==> src/rtl/ftdi_packet_engine_if.sv <==
// RX/TX four-phase interlock bundle between ftdiController and ftdi_packet_engine.
// master = controller side, slave = packet engine side.
interface ftdi_packet_engine_if #(
   parameter int DATA_W = 8
);
   logic              in_rx_prd_rdy;
   logic [DATA_W-1:0] in_rx_data;
   logic              out_rx_cons_rdy;
   logic              out_rx_ena;
   logic              out_tx_data_rdy;
   logic [DATA_W-1:0] out_tx_data;
   logic              in_tx_ack;

   modport master (
      output in_rx_prd_rdy, in_rx_data, in_tx_ack,
      input  out_rx_cons_rdy, out_rx_ena, out_tx_data_rdy, out_tx_data
   );

   modport slave (
      input  in_rx_prd_rdy, in_rx_data, in_tx_ack,
      output out_rx_cons_rdy, out_rx_ena, out_tx_data_rdy, out_tx_data
   );
endinterface

==> src/rtl/ftdi_packet_engine.sv <==
// Framed [CMD][LEN][payload] command engine: buffers payload, transforms it, returns it over TX.
// Define FTDI_PKT_CHECKSUM_EN to append an XOR checksum byte after every response.
module ftdi_packet_engine #(
   parameter int                DATA_W   = 8,
   parameter int                MAX_LEN  = 16,
   parameter logic [DATA_W-1:0] CMD_INV  = 8'hAA,
   parameter logic [DATA_W-1:0] CMD_ECHO = 8'h55,
   parameter logic [DATA_W-1:0] CMD_REV  = 8'hC3,
   parameter logic [DATA_W-1:0] ERR_CODE = 8'hEE
) (
   input  logic                in_clk,
   input  logic                in_rst,
   ftdi_packet_engine_if.slave ctrl,
   output logic                out_busy,
   output logic                out_err,
   output logic [15:0]         out_pkt_cnt
);

   localparam int                IDX_W     = (MAX_LEN > 1) ? $clog2(MAX_LEN) : 1;
   localparam logic [DATA_W-1:0] MAX_LEN_B = DATA_W'(MAX_LEN);
   localparam logic [DATA_W-1:0] ONE       = DATA_W'(1);
   localparam logic [DATA_W:0]   TX_ONE    = (DATA_W+1)'(1);
`ifdef FTDI_PKT_CHECKSUM_EN
   localparam logic [DATA_W:0]   N_EXTRA   = (DATA_W+1)'(1);
`else
   localparam logic [DATA_W:0]   N_EXTRA   = '0;
`endif

   typedef enum logic [2:0] {S_IDLE, S_LEN, S_PAYLOAD, S_RESP, S_DONE} state_t;
   typedef enum logic [1:0] {PH_PREP, PH_ARM, PH_ACK, PH_REL} phase_t;

   state_t            state, state_nxt;
   phase_t            phase, phase_nxt;

   logic              rx_cons_rdy;
   logic [DATA_W-1:0] rx_q;
   logic [DATA_W-1:0] cmd_q;
   logic [DATA_W-1:0] len_q;
   logic [DATA_W-1:0] pay_cnt;
   logic [DATA_W-1:0] resp_cnt;
   logic              err_resp;
   logic [DATA_W:0]   tx_idx;
   logic [DATA_W:0]   n_tx;
   logic              tx_rdy;
   logic [DATA_W-1:0] tx_data;
   logic [DATA_W-1:0] pay_mem [MAX_LEN];
   logic [IDX_W-1:0]  rd_addr;
   logic [DATA_W-1:0] rd_byte;
   logic [DATA_W-1:0] resp_byte;

   logic rx_active, rx_capture, rx_consume;
   logic cmd_known, len_bad, pay_last;
   logic tx_load, tx_fire, tx_taken;

   assign rx_active  = (state == S_IDLE) || (state == S_LEN) || (state == S_PAYLOAD);
   assign rx_capture = rx_active && ctrl.in_rx_prd_rdy && !rx_cons_rdy;
   assign rx_consume = rx_active && !ctrl.in_rx_prd_rdy && rx_cons_rdy;
   assign cmd_known  = (cmd_q == CMD_INV) || (cmd_q == CMD_ECHO) || (cmd_q == CMD_REV);
   assign len_bad    = (rx_q > MAX_LEN_B);
   assign pay_last   = ((pay_cnt + ONE) == len_q);
   assign n_tx       = {1'b0, resp_cnt} + N_EXTRA;

   assign tx_load  = (state == S_RESP) && (phase == PH_PREP) && (tx_idx != n_tx);
   assign tx_fire  = (state == S_RESP) && (phase == PH_ARM) && !ctrl.in_tx_ack;
   assign tx_taken = (state == S_RESP) && (phase == PH_ACK) && ctrl.in_tx_ack;

   // NOTE: registers use non-blocking assignment so every flop samples pre-edge values.
   always_ff @(posedge in_clk or posedge in_rst) begin
      if (in_rst) begin
         state <= S_IDLE;
         phase <= PH_PREP;
      end else begin
         state <= state_nxt;
         phase <= phase_nxt;
      end
   end

   // NOTE: defaults first so no path through this block leaves a signal unassigned (no latch).
   always_comb begin
      state_nxt = state;
      phase_nxt = phase;
      case (state)
         S_IDLE:    if (rx_consume) state_nxt = S_LEN;
         S_LEN:     if (rx_consume) state_nxt = (len_bad || rx_q == '0) ? S_RESP : S_PAYLOAD;
         S_PAYLOAD: if (rx_consume && pay_last) state_nxt = S_RESP;
         S_RESP: begin
            // PREP adds a cycle so TX request never follows the last RX ack too closely
            unique case (phase)
               PH_PREP: if (tx_idx == n_tx) state_nxt = S_DONE;
                        else                phase_nxt = PH_ARM;
               PH_ARM:  if (!ctrl.in_tx_ack) phase_nxt = PH_ACK;
               PH_ACK:  if (ctrl.in_tx_ack)  phase_nxt = PH_REL;
               PH_REL:  if (!ctrl.in_tx_ack) phase_nxt = PH_PREP;
            endcase
         end
         S_DONE:    state_nxt = S_IDLE;
         default:   state_nxt = S_IDLE;
      endcase
      if (state_nxt != S_RESP) phase_nxt = PH_PREP;
   end

   always_ff @(posedge in_clk or posedge in_rst) begin
      if (in_rst) begin
         rx_cons_rdy <= 1'b0;
         rx_q        <= '0;
         cmd_q       <= '0;
         len_q       <= '0;
         pay_cnt     <= '0;
         resp_cnt    <= '0;
         err_resp    <= 1'b0;
         tx_idx      <= '0;
         tx_rdy      <= 1'b0;
         tx_data     <= '0;
         out_err     <= 1'b0;
         out_pkt_cnt <= '0;
      end else begin
         out_err <= 1'b0;
         if (rx_capture) begin
            rx_cons_rdy <= 1'b1;
            rx_q        <= ctrl.in_rx_data;
         end else if (rx_consume) begin
            rx_cons_rdy <= 1'b0;
         end

         if (rx_consume) begin
            case (state)
               S_IDLE: cmd_q <= rx_q;
               S_LEN: begin
                  len_q   <= rx_q;
                  pay_cnt <= '0;
                  if (len_bad) begin
                     err_resp <= 1'b1;
                     resp_cnt <= ONE;
                     out_err  <= 1'b1;
                  end else if (rx_q == '0) begin
                     err_resp <= 1'b0;
                     resp_cnt <= '0;
                  end else begin
                     err_resp <= !cmd_known;
                     resp_cnt <= cmd_known ? rx_q : ONE;
                  end
               end
               S_PAYLOAD: begin
                  pay_cnt <= pay_cnt + ONE;
                  if (pay_last && !cmd_known) out_err <= 1'b1;
               end
               default: ;
            endcase
         end

         if (state != S_RESP) tx_idx <= '0;
         if (tx_load) tx_data <= resp_byte;
         if (tx_fire) tx_rdy <= 1'b1;
         if (tx_taken) begin
            tx_rdy <= 1'b0;
            tx_idx <= tx_idx + TX_ONE;
         end

         if (state == S_DONE) out_pkt_cnt <= out_pkt_cnt + 16'd1;
      end
   end

   // NOTE: the payload buffer has no reset; every location read was written earlier in the same packet.
   always_ff @(posedge in_clk) begin
      if (rx_consume && state == S_PAYLOAD && cmd_known)
         pay_mem[IDX_W'(pay_cnt)] <= rx_q;
   end

`ifdef FTDI_PKT_CHECKSUM_EN
   logic [DATA_W-1:0] chk_q;

   always_ff @(posedge in_clk or posedge in_rst) begin
      if (in_rst)                chk_q <= '0;
      else if (state != S_RESP)  chk_q <= '0;
      else if (tx_taken)         chk_q <= chk_q ^ tx_data;
   end
`endif

   always_comb begin
      rd_addr = (cmd_q == CMD_REV) ? IDX_W'(len_q - ONE - tx_idx[DATA_W-1:0])
                                   : IDX_W'(tx_idx);
      rd_byte = pay_mem[rd_addr];
      if (err_resp)               resp_byte = ERR_CODE;
      else if (cmd_q == CMD_INV)  resp_byte = ~rd_byte;
      else                        resp_byte = rd_byte;
`ifdef FTDI_PKT_CHECKSUM_EN
      if (tx_idx == {1'b0, resp_cnt}) resp_byte = chk_q;
`endif
   end

   assign ctrl.out_rx_cons_rdy = rx_cons_rdy;
   assign ctrl.out_rx_ena      = (state != S_RESP);
   assign ctrl.out_tx_data_rdy = tx_rdy;
   assign ctrl.out_tx_data     = tx_data;
   assign out_busy             = (state != S_IDLE);

endmodule
==> src/flat_wrapper.sv <==
// flat-port wrapper written by rule: the top's interface ports become plain ports
module ftdi_packet_engine_flat 
#(
   parameter int                DATA_W   = 8,
   parameter int                MAX_LEN  = 16,
   parameter logic [DATA_W-1:0] CMD_INV  = 8'hAA,
   parameter logic [DATA_W-1:0] CMD_ECHO = 8'h55,
   parameter logic [DATA_W-1:0] CMD_REV  = 8'hC3,
   parameter logic [DATA_W-1:0] ERR_CODE = 8'hEE
)
  (in_clk, in_rst, out_busy, out_err, out_pkt_cnt, ctrl_in_rx_prd_rdy, ctrl_in_rx_data, ctrl_in_tx_ack, ctrl_out_rx_cons_rdy, ctrl_out_rx_ena, ctrl_out_tx_data_rdy, ctrl_out_tx_data);
  ftdi_packet_engine_if #(.DATA_W(DATA_W)) ctrl_i ();
  input  logic in_clk;
  input  logic in_rst;
  output logic out_busy;
  output logic out_err;
  output logic [15:0] out_pkt_cnt;
  input wire logic [$bits(ctrl_i.in_rx_prd_rdy)-1:0] ctrl_in_rx_prd_rdy;
  input wire logic [$bits(ctrl_i.in_rx_data)-1:0] ctrl_in_rx_data;
  input wire logic [$bits(ctrl_i.in_tx_ack)-1:0] ctrl_in_tx_ack;
  output wire logic [$bits(ctrl_i.out_rx_cons_rdy)-1:0] ctrl_out_rx_cons_rdy;
  output wire logic [$bits(ctrl_i.out_rx_ena)-1:0] ctrl_out_rx_ena;
  output wire logic [$bits(ctrl_i.out_tx_data_rdy)-1:0] ctrl_out_tx_data_rdy;
  output wire logic [$bits(ctrl_i.out_tx_data)-1:0] ctrl_out_tx_data;
  assign ctrl_i.in_rx_prd_rdy = ctrl_in_rx_prd_rdy;
  assign ctrl_i.in_rx_data = ctrl_in_rx_data;
  assign ctrl_i.in_tx_ack = ctrl_in_tx_ack;
  assign ctrl_out_rx_cons_rdy = ctrl_i.out_rx_cons_rdy;
  assign ctrl_out_rx_ena = ctrl_i.out_rx_ena;
  assign ctrl_out_tx_data_rdy = ctrl_i.out_tx_data_rdy;
  assign ctrl_out_tx_data = ctrl_i.out_tx_data;
  ftdi_packet_engine #(.DATA_W(DATA_W), .MAX_LEN(MAX_LEN), .CMD_INV(CMD_INV), .CMD_ECHO(CMD_ECHO), .CMD_REV(CMD_REV), .ERR_CODE(ERR_CODE)) u_core (.in_clk(in_clk), .in_rst(in_rst), .ctrl(ctrl_i), .out_busy(out_busy), .out_err(out_err), .out_pkt_cnt(out_pkt_cnt));
endmodule
==> config.mk <==
export PLATFORM = sky130hd
export DESIGN_NAME = ftdi_packet_engine_flat
export DESIGN_NICKNAME = d
export VERILOG_FILES = /design/src/rtl/ftdi_packet_engine_if.sv /design/src/rtl/ftdi_packet_engine.sv /design/src/flat_wrapper.sv
export SDC_FILE = /design/constraint.sdc
export NUM_CORES = 1
export LEC_CHECK = 0
export ABC_AREA = 0
export ABC_CLOCK_PERIOD_IN_PS = 3800
export CORE_ASPECT_RATIO = 0.9
export CORE_MARGIN = 3
export CORE_UTILIZATION = 35
export DETAILED_ROUTE_END_ITERATION = 8
export HOLD_SLACK_MARGIN = 0.08
export MAX_ROUTING_LAYER = met4
export PLACE_DENSITY = 0.52
export SKIP_CTS_REPAIR_TIMING = 1
export SLEW_MARGIN = 20
export SYNTH_ARGS = -nofsm -noshare
export SYNTH_HDL_FRONTEND = slang
export SYNTH_SLANG_ARGS = --single-unit
==> constraint.sdc <==
create_clock -name in_clk -period 3.8 [get_ports in_clk]
set_clock_uncertainty 0.05 [all_clocks]
set_input_delay 0.38 -clock in_clk [delete_from_list [all_inputs] [get_ports in_clk]]
set_output_delay 0.38 -clock in_clk [all_outputs]
set_load 0.02 [all_outputs]
Yosys cells after proc, flatten, opt, wreduce, memory -nomap -nowiden:

Memories as Yosys holds them, arrays and structs flattened.
Cells that the tools add are included.

* $add $sub $neg: 5
* $lt $le $gt $ge: 1
* equal/unequal tests: 19
* multiplexer cells: 35
* bitwise gates (word level): 1
* reduce and logical (&&, ||, !) cells: 36

Operators with widths (number)
* 8-bit two-way mux: 5
* 9-bit two-way mux: 2
* 16-bit by 1-bit adder with 16-bit output, second input constant: 1
* 8-bit equality test, second input constant: 2
* 8-bit one-hot mux with 2 select lines: 1
* 3-bit two-way mux: 5
* 1-bit logical AND: 14
* 1-bit two-way mux: 12
* 2-bit two-way mux: 6
* 3-bit one-hot mux with 4 select lines: 1
* 2-bit nonzero test: 5
* 9-bit by 1-bit adder with 9-bit output, second input constant: 1
* 9-bit by 8-bit equality test with 1-bit output: 1
* 3-bit by 2-bit inequality test with 1-bit output, second input constant: 3
* 3-bit inequality test, second input constant: 3
* 9-bit by 8-bit inequality test with 1-bit output: 1
* 8-bit by 1-bit adder with 8-bit output, second input constant: 1
* 8-bit by 7-bit equality test with 1-bit output, second input constant: 1
* 8-bit equality test: 1
* 8-bit by 5-bit greater-than comparator with 1-bit output, second input constant: 1
* 8-bit logical NOT: 1
* 8-bit NOT: 1
* 2-bit one-hot mux with 4 select lines: 1
* 3-bit by 2-bit equality test with 1-bit output, second input constant: 2
* 15 further kinds: 25

* register bits after elaboration: 82
* RAM bits: 128
* word-level logic and storage cells: 112
* memories: 1

Memories
* u_core.pay_mem: words 16, width 8, rd ports 1, clocked after Yosys merged registers in 0, wr ports 1, RTL line ftdi_packet_engine.sv:46 `logic [DATA_W-1:0] pay_mem [MAX_LEN];`

Depth between registers and ports, before layout:

* depth in word-level cells: 11
* mapped depth: 14

Worst setup path after synthesis:

Ideal clock, no wire load.

* path type: reg-to-reg
* from: register u_core.tx_idx[0]
* to: register u_core.tx_data[0], in the netlist u_core.ctrl.out_tx_data[0]
* setup time: 0.126 ns
* arrival: 3.212 ns
* path slack: 0.412 ns
* stages on the path, launching flop included: 15
* path through: dfrtp_1 buf_2 clkinv_1 clkbuf_1 ha_1 fa_1 clkbuf_1 clkbuf_1 nand2_1 a211oi_1 a311oi_1 mux2i_1 mux2i_1 xor2_1 a221o_1

* cells in the longest elaborated chain, start to end: 6

Ends and longest elaborated chain
* from (decl): RTL line ftdi_packet_engine.sv:42 `logic [DATA_W:0] tx_idx;`
* from (signal assigned): RTL line ftdi_packet_engine.sv:156 `tx_idx <= tx_idx + TX_ONE;`
* 4-bit subtractor: RTL line ftdi_packet_engine.sv:180 `rd_addr = (cmd_q == CMD_REV) ? IDX_W'(len_q - ONE - tx_idx[DATA_W-1:0])`
* 4-bit two-way mux: RTL line ftdi_packet_engine.sv:180
* memory 16 x 8 bit
* 8-bit NOT: RTL line ftdi_packet_engine.sv:184 `else if (cmd_q == CMD_INV) resp_byte = ~rd_byte;`
* 8-bit two-way mux: RTL line ftdi_packet_engine.sv:184
* 8-bit two-way mux: RTL line ftdi_packet_engine.sv:183 `if (err_resp) resp_byte = ERR_CODE;`
* to (signal assigned): RTL line ftdi_packet_engine.sv:152 `if (tx_load) tx_data <= resp_byte;`
* to (decl): RTL line ftdi_packet_engine.sv:45 `logic [DATA_W-1:0] tx_data;`

Parallel ways exist; a longest one is shown, timed or not.
A chain may end at the register's enable or synchronous reset.

Final worst setup path:

Same ends and word-level chain as after synthesis.

==> run_results.csv <==
group,metric,value,unit
run_status,status,"complete, no violations",
power,p_total,0.00718,W
die,row_count,59,
cts,cts.clk_slew.worst_paths,0.06,ns
routing,drc,0,
sta,fmax,312,MHz
worst_setup_path,cp.arrival,3.56,ns
synthesis,synthFlopType,"edfxtp_1",
synthesis,yosysTopAreaCellShare,0.361,
worst_setup_path,path_cells,"clkinv_1 -> ha_1 -> fa_1 -> nand3_2 -> a22oi_1 -> a221oi_1 -> mux2_1 -> a221o_1",
power,p_leak,4.66,nW
die,die_width,190,um
die,coreArea,0.0295,mm2
layout,final_common_cell,"nand2_1",
placement,dp.final_hpwl,18.3,mm
worst_setup_path,cpPeakStageDelay,0.75,ns
synthesis,yosys_warnings,0,
sta,final-max-slew-violation-count,0,
routing,dr.pass1.iters,5,
cts,cts_tree,"built",
worst_setup_path,worstPathRequired,4.16,ns
layout,drive_gt1_frac,0.104,
cts,cts_buffers,24,
synthesis,synth_edf_count,128,
job,maxCapViolations,0,
routing,ant_nets,0,
synthesis,synth.distinct_cells,65,
synthesis,async_reset_ff_frac,0.390,
routing,vias,7593,
routing,via_per_inst,5.43,
sta,setup_viol,0,
power,vdd_drop_max,0.458,mV
sta,tightest_slew,0.793,ns
sta,period_needed,3.20,ns
die,start_util,0.362,
synthesis,ys_ff_latch,210,
synthesis,yosysTopAreaCell,"edfxtp_1",
global_route,antenna_found_initial,0,
placement,dp_slack,0.602,ns
cts,cts_max_level,1,
layout,nNetsFinal,1011,
sta,fin_tns_setup,0,ns
sta,rsz0062_at_grt,"no",
die,fp.dieH,172,um
worst_setup_path,setup.worst_path.end_class,"flop",
cts,clock-root-buffer,"clkbuf_16",
synthesis,synthesis.instances,944,
die,ios,41,
layout,final_cell_mix,"nand2_1 (130), edfxtp_1 (128), dfrtp_1 (82)",
worst_setup_path,r2r-start,"u_core.tx_idx[0]$_DFFE_PP0P_",
synthesis,ys_seq_area_frac,0.553,
worst_setup_path,cp-startpoint,"u_core.tx_idx[0]$_DFFE_PP0P_",
global_route,grt_pass1_vias,7467,
sta,hold_violations,0,
cts,clock_latency,0.52,ns
layout,nFillCells,2800,
synthesis,yosys-top-cells-area,"edfxtp_1 (36%), dfrtp_1 (19%), nand2_1 (4.6%)",
placement,gp_congestion,0.843,
layout,syn_to_final_growth,14.8,%
worst_setup_path,crit_fanout,14,
placement,io_buffers,40,
cts,cts_sinks,210,
sta,fin_crit_sh,0.843,
global_route,gr-total-overflow,0,
worst_setup_path,cp_slowest_cell,"a22oi_1",
die,fp.dieArea,0.0326,mm2
global_route,grt_max_degree,41,
cts,cts_max_path_buffers,3,
power,power.density,587,mW/mm2
synthesis,synth_nets,971,
sta,fin_ws,0.598,ns
synthesis,avgSynthCellArea,11.3,um2
routing,drt-total-wl,28.3,mm
worst_setup_path,critPathLaunchType,"flop",
global_route,grt_usage,0.179,
sta,slew-limit-headroom,0.471,
worst_setup_path,worstSetupPathType,"reg2reg",
synthesis,synth_area,0.0107,mm2
min_path,hold_class,"in2async",
layout,antennaDiodeCount,0,
global_route,grt_pass1_wl,44.5,mm
routing,drtIter0Drc,688,
routing,routedWlPerCell,20.2,um
through the flow:
step	hold WS [ns]	util	cell area, um2	cells
2_1_floorplan	0.409	-	10700	944
3_3_place_gp	0.410	0.391	11500	1354
3_5_place_dp	0.419	0.391	11500	1354
4_1_cts	0.174	0.415	12200	1398
5_1_grt	0.212	0.415	12200	1398
6_report	0.169	0.415	12200	1398
metal layers:
layer  vias to the layer above  GRT usage  share of wire
met5                         -          -              0
met1                      3744      0.266           0.50
li1                       3606          -              -
met3                        31     0.0226          0.051
met2                       212      0.265           0.44
met4                         0     0.0376          0.017
worst paths after layout:
| check | end | slack (ns) | cells past startpoint |
|---|---|---|---|
| hold / removal | u_core.out_pkt_cnt[2]$_DFFE_PP0N_ | 0.17 | 2 |
| hold reg to reg | u_core.out_pkt_cnt[15]$_DFFE_PP0N_ | 0.43 | 1 |
| setup / recovery | u_core.ctrl.out_tx_data[0]$_DFFE_PP0P_ | 0.60 | 8 |
| max in group asynchronous | u_core.cmd_q[7]$_DFFE_PP0P_ | 2.75 | 3 |
| setup reg to reg | u_core.ctrl.out_tx_data[0]$_DFFE_PP0P_ | 0.60 | 8 |
| min in group in_clk | u_core.rx_q[6]$_DFFE_PP0P_ | 0.42 | 2 |
power breakdown:
group          switching, W  total, W  internal, W
Clock              0.000937   0.00209      0.00116
Sequential         0.000266   0.00312      0.00286
Combinational       0.00124   0.00197     0.000732
synthesized netlist by cell type, drive strengths merged (11+ instances only):
cell type,n
a22o,11
buf,27
dfrtp,82
a21oi,48
and2,15
clkbuf,35
a311oi,38
inv,13
nand4,17
nand2b,43
and3,12
edfxtp,128
a211oi,48
o21ai,33
mux2,25
nand2,131
ha,14
nand3,29
mux2i,27
xnor2,28
nor2,36
xor2,24
state kept, by name, indices dropped and copies added, names as in the netlist:
name / cells
u_core.ctrl.out_tx_data: 8
u_core.resp_cnt: 8
u_core.pay_mem: 128
u_core.ctrl.out_rx_cons_rdy: 1
u_core.len_q: 8
u_core.err_resp: 1
u_core.pay_cnt: 8
u_core.state: 3
u_core.out_err: 1
u_core.tx_idx: 9
u_core.phase: 2
u_core.rx_q: 8
u_core.ctrl.out_tx_data_rdy: 1
u_core.cmd_q: 8
u_core.out_pkt_cnt: 16
worst max-delay path: cells and delay by family (launching register included):
| kind | cells | cell delay, ns |
|---|---|---|
| mux | 1 | 0.35 |
| fa+ha+maj | 2 | 0.77 |
| flops | 1 | 0.34 |
| buf+inv | 1 | 0.08 |
| simple gates | 1 | 0.30 |
| compound gates | 3 | 1.19 |
cell type report:
type,count,area (um2),share of cell area
flip-flops and latches,210,5900,0.482
multi-input cells,658,4400,0.360
repair buffers,76,683,0.0558
clock buffers,26,608,0.0497
well taps,396,495,0.0405
clock inverters,18,97.6,0.00798
inverters,14,53.8,0.00440
kinds of logic (layout without fill, tap and decap cells):
family	after synthesis	count (layout)	share of synthesized area
buffers and inverters	76	134	0.0358
xor gates and xnor gates	52	52	0.0427
adders and majority gates	15	15	0.0183
muxes	52	52	0.0518
and+or+nand+nor	327	327	0.158
DFF	210	210	0.553
AOI/OAI and AO/OA	212	212	0.141
Note: power is estimated with default switching activity, not from simulation.
